===== config.mk =====
export PLATFORM = sky130hd
export DESIGN_NAME = id_ex_stage
export DESIGN_NICKNAME = d
export VERILOG_FILES = /design/src/rtl/id_ex_stage.sv
export SDC_FILE = /design/constraint.sdc
export NUM_CORES = 1
export LEC_CHECK = 0
export CAP_MARGIN = 20
export CORE_AREA = 2 2 143 145
export CTS_CLUSTER_SIZE = 24
export DETAILED_ROUTE_END_ITERATION = 16
export DIE_AREA = 0 0 145 147
export PLACE_DENSITY = 0.71
export SYNTH_ARGS = -nofsm -noshare
export SYNTH_HDL_FRONTEND = slang
export SYNTH_SLANG_ARGS = --single-unit

===== constraint.sdc =====
create_clock -name clk -period 2.3 [get_ports clk]
set_input_delay 0.46 -clock clk [delete_from_list [all_inputs] [get_ports clk]]
set_output_delay 0.46 -clock clk [all_outputs]
set_load 0.005 [all_outputs]

===== src/rtl/id_ex_stage.sv =====
// ---------------------------------------------------------------------------
// id_ex_stage
//
// ID->EX pipeline register that sits directly behind the register file.
// Each cycle it captures the decoded instruction together with both source
// operands. A write-back that commits on the same edge is routed straight
// into the operand capture, so EX never sees the stale register-file value.
// A load in EX whose destination feeds the ID instruction inserts one bubble.
// A branch flush also inserts a bubble, and a downstream hold freezes the stage.
// Every inserted bubble is counted in a saturating counter.
//
// Ports
//   clk, rst        clock; synchronous active-high reset
//   id_*            decoded instruction from ID (valid, pc, rs, rt, rd, imm, ctrl)
//   rf_data1/2      combinational register-file reads for id_rs / id_rt
//   wb_*            write-back port (enable, index, data)
//   flush           kill the ID instruction (taken branch / jump)
//   ex_stall        EX cannot accept; hold this stage
//   stall_id        freeze PC and IF/ID (combinational)
//   ex_*            registered instruction presented to EX
//   bubble_cnt      saturating count of inserted bubbles
//
// ctrl bus: [0]=reg_write [1]=mem_read [2]=mem_write [3]=mem_to_reg
//           [4]=alu_src   [5]=reg_dst  [7:6]=alu_op
// ---------------------------------------------------------------------------
module id_ex_stage #(
  parameter int CTRL_W = 8,
  parameter int CNT_W  = 16
) (
  input  logic              clk,
  input  logic              rst,
  input  logic              id_valid,
  input  logic [31:0]       id_pc,
  input  logic [4:0]        id_rs,
  input  logic [4:0]        id_rt,
  input  logic [4:0]        id_rd,
  input  logic [31:0]       id_imm,
  input  logic [CTRL_W-1:0] id_ctrl,
  input  logic [31:0]       rf_data1,
  input  logic [31:0]       rf_data2,
  input  logic              wb_reg_write,
  input  logic [4:0]        wb_write_reg,
  input  logic [31:0]       wb_write_data,
  input  logic              flush,
  input  logic              ex_stall,
  output logic              stall_id,
  output logic              ex_valid,
  output logic [31:0]       ex_pc,
  output logic [31:0]       ex_imm,
  output logic [4:0]        ex_rs,
  output logic [4:0]        ex_rt,
  output logic [4:0]        ex_rd,
  output logic [CTRL_W-1:0] ex_ctrl,
  output logic [31:0]       ex_data1,
  output logic [31:0]       ex_data2,
  output logic [CNT_W-1:0]  bubble_cnt
);

  localparam int MEM_READ_BIT = 1;

  logic [31:0] d1;
  logic [31:0] d2;
  logic        load_use;
  logic        bubble;

  // Same-edge write-back bypass. Index 0 is not special-cased because the
  // register file itself accepts writes to r0.
  always_comb begin
    d1 = rf_data1;
    d2 = rf_data2;
    if (wb_reg_write && (wb_write_reg == id_rs)) d1 = wb_write_data;
    if (wb_reg_write && (wb_write_reg == id_rt)) d2 = wb_write_data;
  end

  // The bubble drops ex_valid, so the hazard clears on the retry cycle and
  // the penalty is exactly one bubble.
  always_comb begin
    load_use = id_valid & ex_valid & ex_ctrl[MEM_READ_BIT] &
               ((ex_rt == id_rs) | (ex_rt == id_rt));
    stall_id = load_use | ex_stall;
    bubble   = flush | load_use;
  end

  always_ff @(posedge clk) begin
    if (rst) begin
      ex_valid   <= 1'b0;
      ex_pc      <= '0;
      ex_imm     <= '0;
      ex_rs      <= '0;
      ex_rt      <= '0;
      ex_rd      <= '0;
      ex_ctrl    <= '0;
      ex_data1   <= '0;
      ex_data2   <= '0;
      bubble_cnt <= '0;
    end else if (ex_stall) begin
      // hold everything; flush and load-use are ignored this cycle
    end else if (bubble) begin
      // payload fields are don't-care on a bubble and simply keep their value
      ex_valid <= 1'b0;
      ex_ctrl  <= '0;
      if (bubble_cnt != {CNT_W{1'b1}}) bubble_cnt <= bubble_cnt + CNT_W'(1);
    end else begin
      ex_valid <= id_valid;
      ex_ctrl  <= id_valid ? id_ctrl : '0;
      ex_pc    <= id_pc;
      ex_imm   <= id_imm;
      ex_rs    <= id_rs;
      ex_rt    <= id_rt;
      ex_rd    <= id_rd;
      ex_data1 <= d1;
      ex_data2 <= d2;
    end
  end

endmodule


---- Yosys cells after proc, flatten, opt, wreduce, memory -nomap -nowiden ----
Cells that the tools add are included.
word-level totals
  flip-flop bits (word level) ............. 168
  latch bits .............................. 0
  memory bits (writable) .................. 0
  memory bits (read-only) ................. 0
  output and inout bits ................... 169
  memories kept ........................... 0
cells by class
  $add $sub $neg .......................... 1
  $mul .................................... 0
  div/mod/pow operators ................... 0
  magnitude comparators ................... 0
  eq/ne operators ......................... 5
  shift operators ......................... 0
  multiplexer cells ....................... 5
  bitwise operators ....................... 8
  reductions and logical operators ........ 4
operators by type and width
  operator                                                          number
  32-bit 2-to-1 mux                                                 2
  5-bit == test                                                     4
  16-bit by 1-bit adder with 16-bit output (second input constant)  1
  8-bit 2-to-1 mux                                                  2
  16-bit != test (second input constant)                            1
  1-bit AND                                                         3
  1-bit OR                                                          3
  3-bit AND reduction                                               1
  1-bit logical AND                                                 2
  1-bit inverter                                                    2
  2-bit AND reduction                                               1
  1-bit 2-to-1 mux                                                  1

---- Logic depth before layout (Yosys ltp) ----
  depth after elaboration ................. 6
  depth in mapped cells ................... 10
  mapped depth without buffers ............ 7

---- Worst setup path after synthesis ----
OpenSTA, ideal clock, no wires.
  path type ............................... input-to-reg
  start ................................... input id_valid
  end ..................................... register ex_imm[22]
  arrival ................................. 1.838 ns
  setup slack ............................. 0.330 ns
  stages .................................. 10
  path buffers ............................ 4
  cells stage by stage .................... buf_4 -> and3_4 -> nand3_1 -> o22ai_4 -> or3_1 -> buf_2 -> buf_4 -> buf_4 -> nand2_1 -> a21oi_1
on the way
  word-level cells in the longest chain between the ends .. 6
ends and longest elaborated chain
  item                                  line  source
  start, declared                       32    input logic id_valid,
  1-bit AND (3 in series)               78    load_use = id_valid & ex_valid & ex_ctrl[MEM_READ_BIT] &
  1-bit OR                              81    bubble = flush | load_use;
  1-bit inverter (no source line)       n/a
  2-bit AND reduction (no source line)  n/a
  end signal, assigned                  107   ex_imm <= id_imm;
  end, declared                         49    output logic [31:0] ex_imm,
Every way passes these cells.
A chain may end at the register's enable or synchronous reset.

---- Worst setup path in the final report ----
  start ................................... register ex_ctrl[1]
  end ..................................... output stall_id
on the way
  word-level cells in the longest chain between the ends .. 3
ends and longest elaborated chain
  item                     line  source
  start, declared          53    output logic [CTRL_W-1:0] ex_ctrl,
  start signal, assigned   105   ex_ctrl <= id_valid ? id_ctrl : '0;
  1-bit AND (2 in series)  78
  1-bit OR                 80    stall_id = load_use | ex_stall;
  end, declared            46    output logic stall_id,
Every way passes these cells.

==> flow_metrics.env <==
export IMPL_num_antenna_cells=0
export IMPL_yosysWarningCount=0
export IMPL_max_clock_path_buffers=2
export IMPL_chipWidth_um=145
export IMPL_met2_length_um=11000
export IMPL_numClockSinks=168
export IMPL_initial_antenna_violation_count=0
export IMPL_h_tree_depth=4
export IMPL_syn_avg_cell_area_um2=8.72
export IMPL_worstPathMaxFanout=3
export IMPL_cts_tree="yes"
export IMPL_max_cap_violations=0
export IMPL_synth_sequential_area_ratio_pct=48.8
export IMPL_totalWireLength_um=22600
export IMPL_timing_max_slew_rel_slack_pct=71.3
export IMPL_first_iter_violations=290
export IMPL_synth_area_um2=6890
export IMPL_postPlaceCellArea_um2=11100
export IMPL_floorplan_io_pins=363
export IMPL_post_route_util_pct=58.8
export IMPL_grt_use_total_pct=20.8
export IMPL_die_area_um2=21300
export IMPL_dp_final_hpwl_um=16700
export IMPL_fin_hold_ws_ns=0.381
export IMPL_grt_pass1_wl_um=35600
export IMPL_worst_setup_path_end_kind="primary output"
export IMPL_clock_tree_root_cell="sky130_fd_sc_hd__clkbuf_16"
export IMPL_clock_latency_ns=0.43
export IMPL_gr_total_overflow=0
export IMPL_hold_path_class="input port to flip-flop"
export IMPL_worst_setup_hold_path_clk_slew_ns=0.07
export IMPL_start_to_end_type_of_the_worst_setup_path="flip-flop to primary output"
export IMPL_floorplan_initialDensity_pct=34.7
export IMPL_nets=1349
export IMPL_placement_io_buffers=362
export IMPL_synth_nets=985
export IMPL_grt_setup_unrepaired="false"
export IMPL_route_vias_total=6948
export IMPL_place_congestion=0.799
export IMPL_finalHoldViolations=0
export IMPL_cts_hold_buf=0
export IMPL_worst_pin_slew_ns=0.431
export IMPL_die_height_um=147
export IMPL_detailedPlace_worstSlack_ns=-0.270
export IMPL_tritoncts_buffers=17
export IMPL_met3RoutedLength_um=1970
export IMPL_layout_cells_most_common="sky130_fd_sc_hd__clkdlybuf4s50_1"
export IMPL_area_growth_syn_to_layout_pct=69.4
export IMPL_crit_required_ns=1.84
export IMPL_layout_common_cells="sky130_fd_sc_hd__clkdlybuf4s50_1 (349), sky130_fd_sc_hd__nand2_1 (163), sky130_fd_sc_hd__dfxtp_1 (162), sky130_fd_sc_hd__a21oi_1 (90), sky130_fd_sc_hd__nor2_1 (78)"
export IMPL_final_setup_worst_slack_ns=0.175
export IMPL_placementRows=52
export IMPL_top_layer_used="met4"
export IMPL_via_count_of_the_first_global_routing_pass=6701
export IMPL_clock_fmax_mhz=471
export IMPL_synth_seq_cells=168
export IMPL_viasPerCell=4.84
export IMPL_setup_viol_count_final=0
export IMPL_detail_route_wirelength_met1_um=9180
export IMPL_power_per_cell_area_nw_per_um2=619
export IMPL_finalMaxSlewViolations=0
export IMPL_post_drt_wl_per_cell_um=15.7
export IMPL_post_route_cells_drive_above_1_share_pct=8.23
export IMPL_drc=0
export IMPL_firstDrtPassIters=4
export IMPL_core_area_um2=19800
export IMPL_ant_nets=0
export IMPL_report_power_total_mw=7.23
export IMPL_run_status="completed"
export IMPL_timing_final_crit_share_pct=92.4
export IMPL_p_leak_nw=4.08
export IMPL_worst_ep_arrival_time_ns=1.67
export IMPL_syn_inst=790
export IMPL_vdd_drop_max_uv=467
export IMPL_final_worst_clock_skew_ns=0.00916
export IMPL_startpoint_type="flip-flop"
export IMPL_min_period_ns=2.13
export IMPL_pin_count_of_the_biggest_net_entering_global_routing=89
export IMPL_number_of_distinct_library_cells_after_synthesis=43
export IMPL_finalInstanceArea_um2=11700
synthesized netlist by cell type:
cell	number	area (um^2)
sky130_fd_sc_hd__clkbuf_1	25	93.8
sky130_fd_sc_hd__a22oi_1	1	7.51
sky130_fd_sc_hd__or3_1	6	37.5
sky130_fd_sc_hd__and3_4	1	11.3
sky130_fd_sc_hd__nand2b_1	1	6.26
sky130_fd_sc_hd__a21oi_1	90	450
sky130_fd_sc_hd__buf_4	7	52.6
sky130_fd_sc_hd__nand3_1	12	60.1
sky130_fd_sc_hd__nand2_1	163	612
sky130_fd_sc_hd__and3_1	3	18.8
sky130_fd_sc_hd__or2_2	1	6.26
sky130_fd_sc_hd__nor2_1	78	293
sky130_fd_sc_hd__nor3_4	1	16.3
sky130_fd_sc_hd__ha_1	1	12.5
sky130_fd_sc_hd__xor2_1	9	78.8
sky130_fd_sc_hd__o22ai_4	1	20.0
sky130_fd_sc_hd__o21ba_2	1	10.0
sky130_fd_sc_hd__nand3b_1	1	7.51
sky130_fd_sc_hd__a32oi_1	8	70.1
sky130_fd_sc_hd__a211oi_1	64	480
sky130_fd_sc_hd__dfxtp_1	168	3360
sky130_fd_sc_hd__mux2_2	1	11.3
sky130_fd_sc_hd__and4_1	1	8.76
sky130_fd_sc_hd__clkbuf_4	2	15.0
sky130_fd_sc_hd__o31a_1	1	8.76
sky130_fd_sc_hd__inv_1	4	15.0
sky130_fd_sc_hd__o211ai_2	1	12.5
sky130_fd_sc_hd__o21a_1	1	7.51
sky130_fd_sc_hd__nor3b_1	1	7.51
sky130_fd_sc_hd__o41ai_1	1	8.76
sky130_fd_sc_hd__nor2b_1	2	12.5
sky130_fd_sc_hd__a41oi_1	1	8.76
sky130_fd_sc_hd__nand3_2	1	10.0
sky130_fd_sc_hd__nor3_1	5	25.0
sky130_fd_sc_hd__buf_6	1	11.3
sky130_fd_sc_hd__or4_1	4	30.0
sky130_fd_sc_hd__buf_2	28	140
sky130_fd_sc_hd__xnor2_1	12	105
sky130_fd_sc_hd__mux2i_1	65	651
sky130_fd_sc_hd__nor4_1	3	18.8
sky130_fd_sc_hd__o21ai_0	7	35.0
sky130_fd_sc_hd__nand4_1	3	18.8
sky130_fd_sc_hd__o31ai_1	3	22.5
flip-flops by register name (all words and copies together), names as in the netlist:
name / cells
ex_rd: 5
ex_pc: 32
ex_data1: 32
bubble_cnt: 16
ex_rs: 5
ex_imm: 32
ex_ctrl: 8
ex_valid: 1
ex_rt: 5
ex_data2: 32
area by class of cell:
cell class | instances | area [um^2]
clock buffers | 18 | 439
clock inverters | 14 | 164
fillers | 1747 | 8170
inverters | 4 | 15.0
multi-input cells | 555 | 3210
flip-flops and latches | 168 | 3370
well taps | 270 | 338
repair buffers | 408 | 4140
worst paths after layout:
| path | start | end | slack [ns] | cells past startpoint |
|---|---|---|---|---|
| max | ex_ctrl[1] | stall_id | 0.17 | 5 |
| min | rst | ex_ctrl[6] | 0.38 | 2 |
| max reg2reg | ex_ctrl[1] | ex_imm[12] | 0.23 | 9 |
| min reg2reg | ex_pc[26] | ex_pc[26] | 0.45 | 2 |
critical path, stage by stage (launching register included):
cell	delay [ns]
sky130_fd_sc_hd__dfxtp_1	0.33
sky130_fd_sc_hd__and3_4	0.20
sky130_fd_sc_hd__nand3_1	0.12
sky130_fd_sc_hd__o22ai_4	0.09
sky130_fd_sc_hd__or2_4	0.25
sky130_fd_sc_hd__dlygate4sd2_1	0.26
metal layers:
layer	vias to the layer above	global-route usage [%]
li1	3468	-
met1	3154	24.0
met2	297	36.3
met3	29	6.99
met4	0	7.28
met5	-	0
power by group:
| group | switching (mW) | internal, mW | leakage [nW] |
|---|---|---|---|
| Sequential | 0.0800 | 3.05 | 1.38 |
| Combinational | 0.440 | 0.732 | 2.40 |
| Clock | 1.26 | 1.66 | 0.297 |
| Total | 1.78 | 5.45 | 4.08 |
repair_timing:
item                                    CTS  global route
resized for setup                        20             0
hold endpoints to repair                  0             0
buffers inserted                          1             0
endpoints found under the setup margin    1             0
cells by family (layout without fill, tap and decap cells):
group | Yosys count | count (layout) | synth area share, %
AND/OR/NAND/NOR | 287 | 287 | 17.4
buffers and inverters | 67 | 444 | 4.76
flip-flops | 168 | 168 | 48.8
XOR/XNOR | 21 | 21 | 2.67
adder cells (fa/ha/maj) | 1 | 1 | 0.182
multiplexers | 66 | 66 | 9.60
AO/OA/AOI/OAI | 180 | 180 | 16.6
per-stage QoR:
| stage | TNS (ns) | cells |
|---|---|---|
| 2_1_floorplan | 0 | 790 |
| 3_3_place_gp | -26.49 | 1404 |
| 3_5_place_dp | -30.16 | 1404 |
| 4_1_cts | 0 | 1437 |
| 5_1_grt | 0 | 1437 |
| 6_report | 0 | 1437 |
Note: power is estimated with default switching activity, not from simulation.
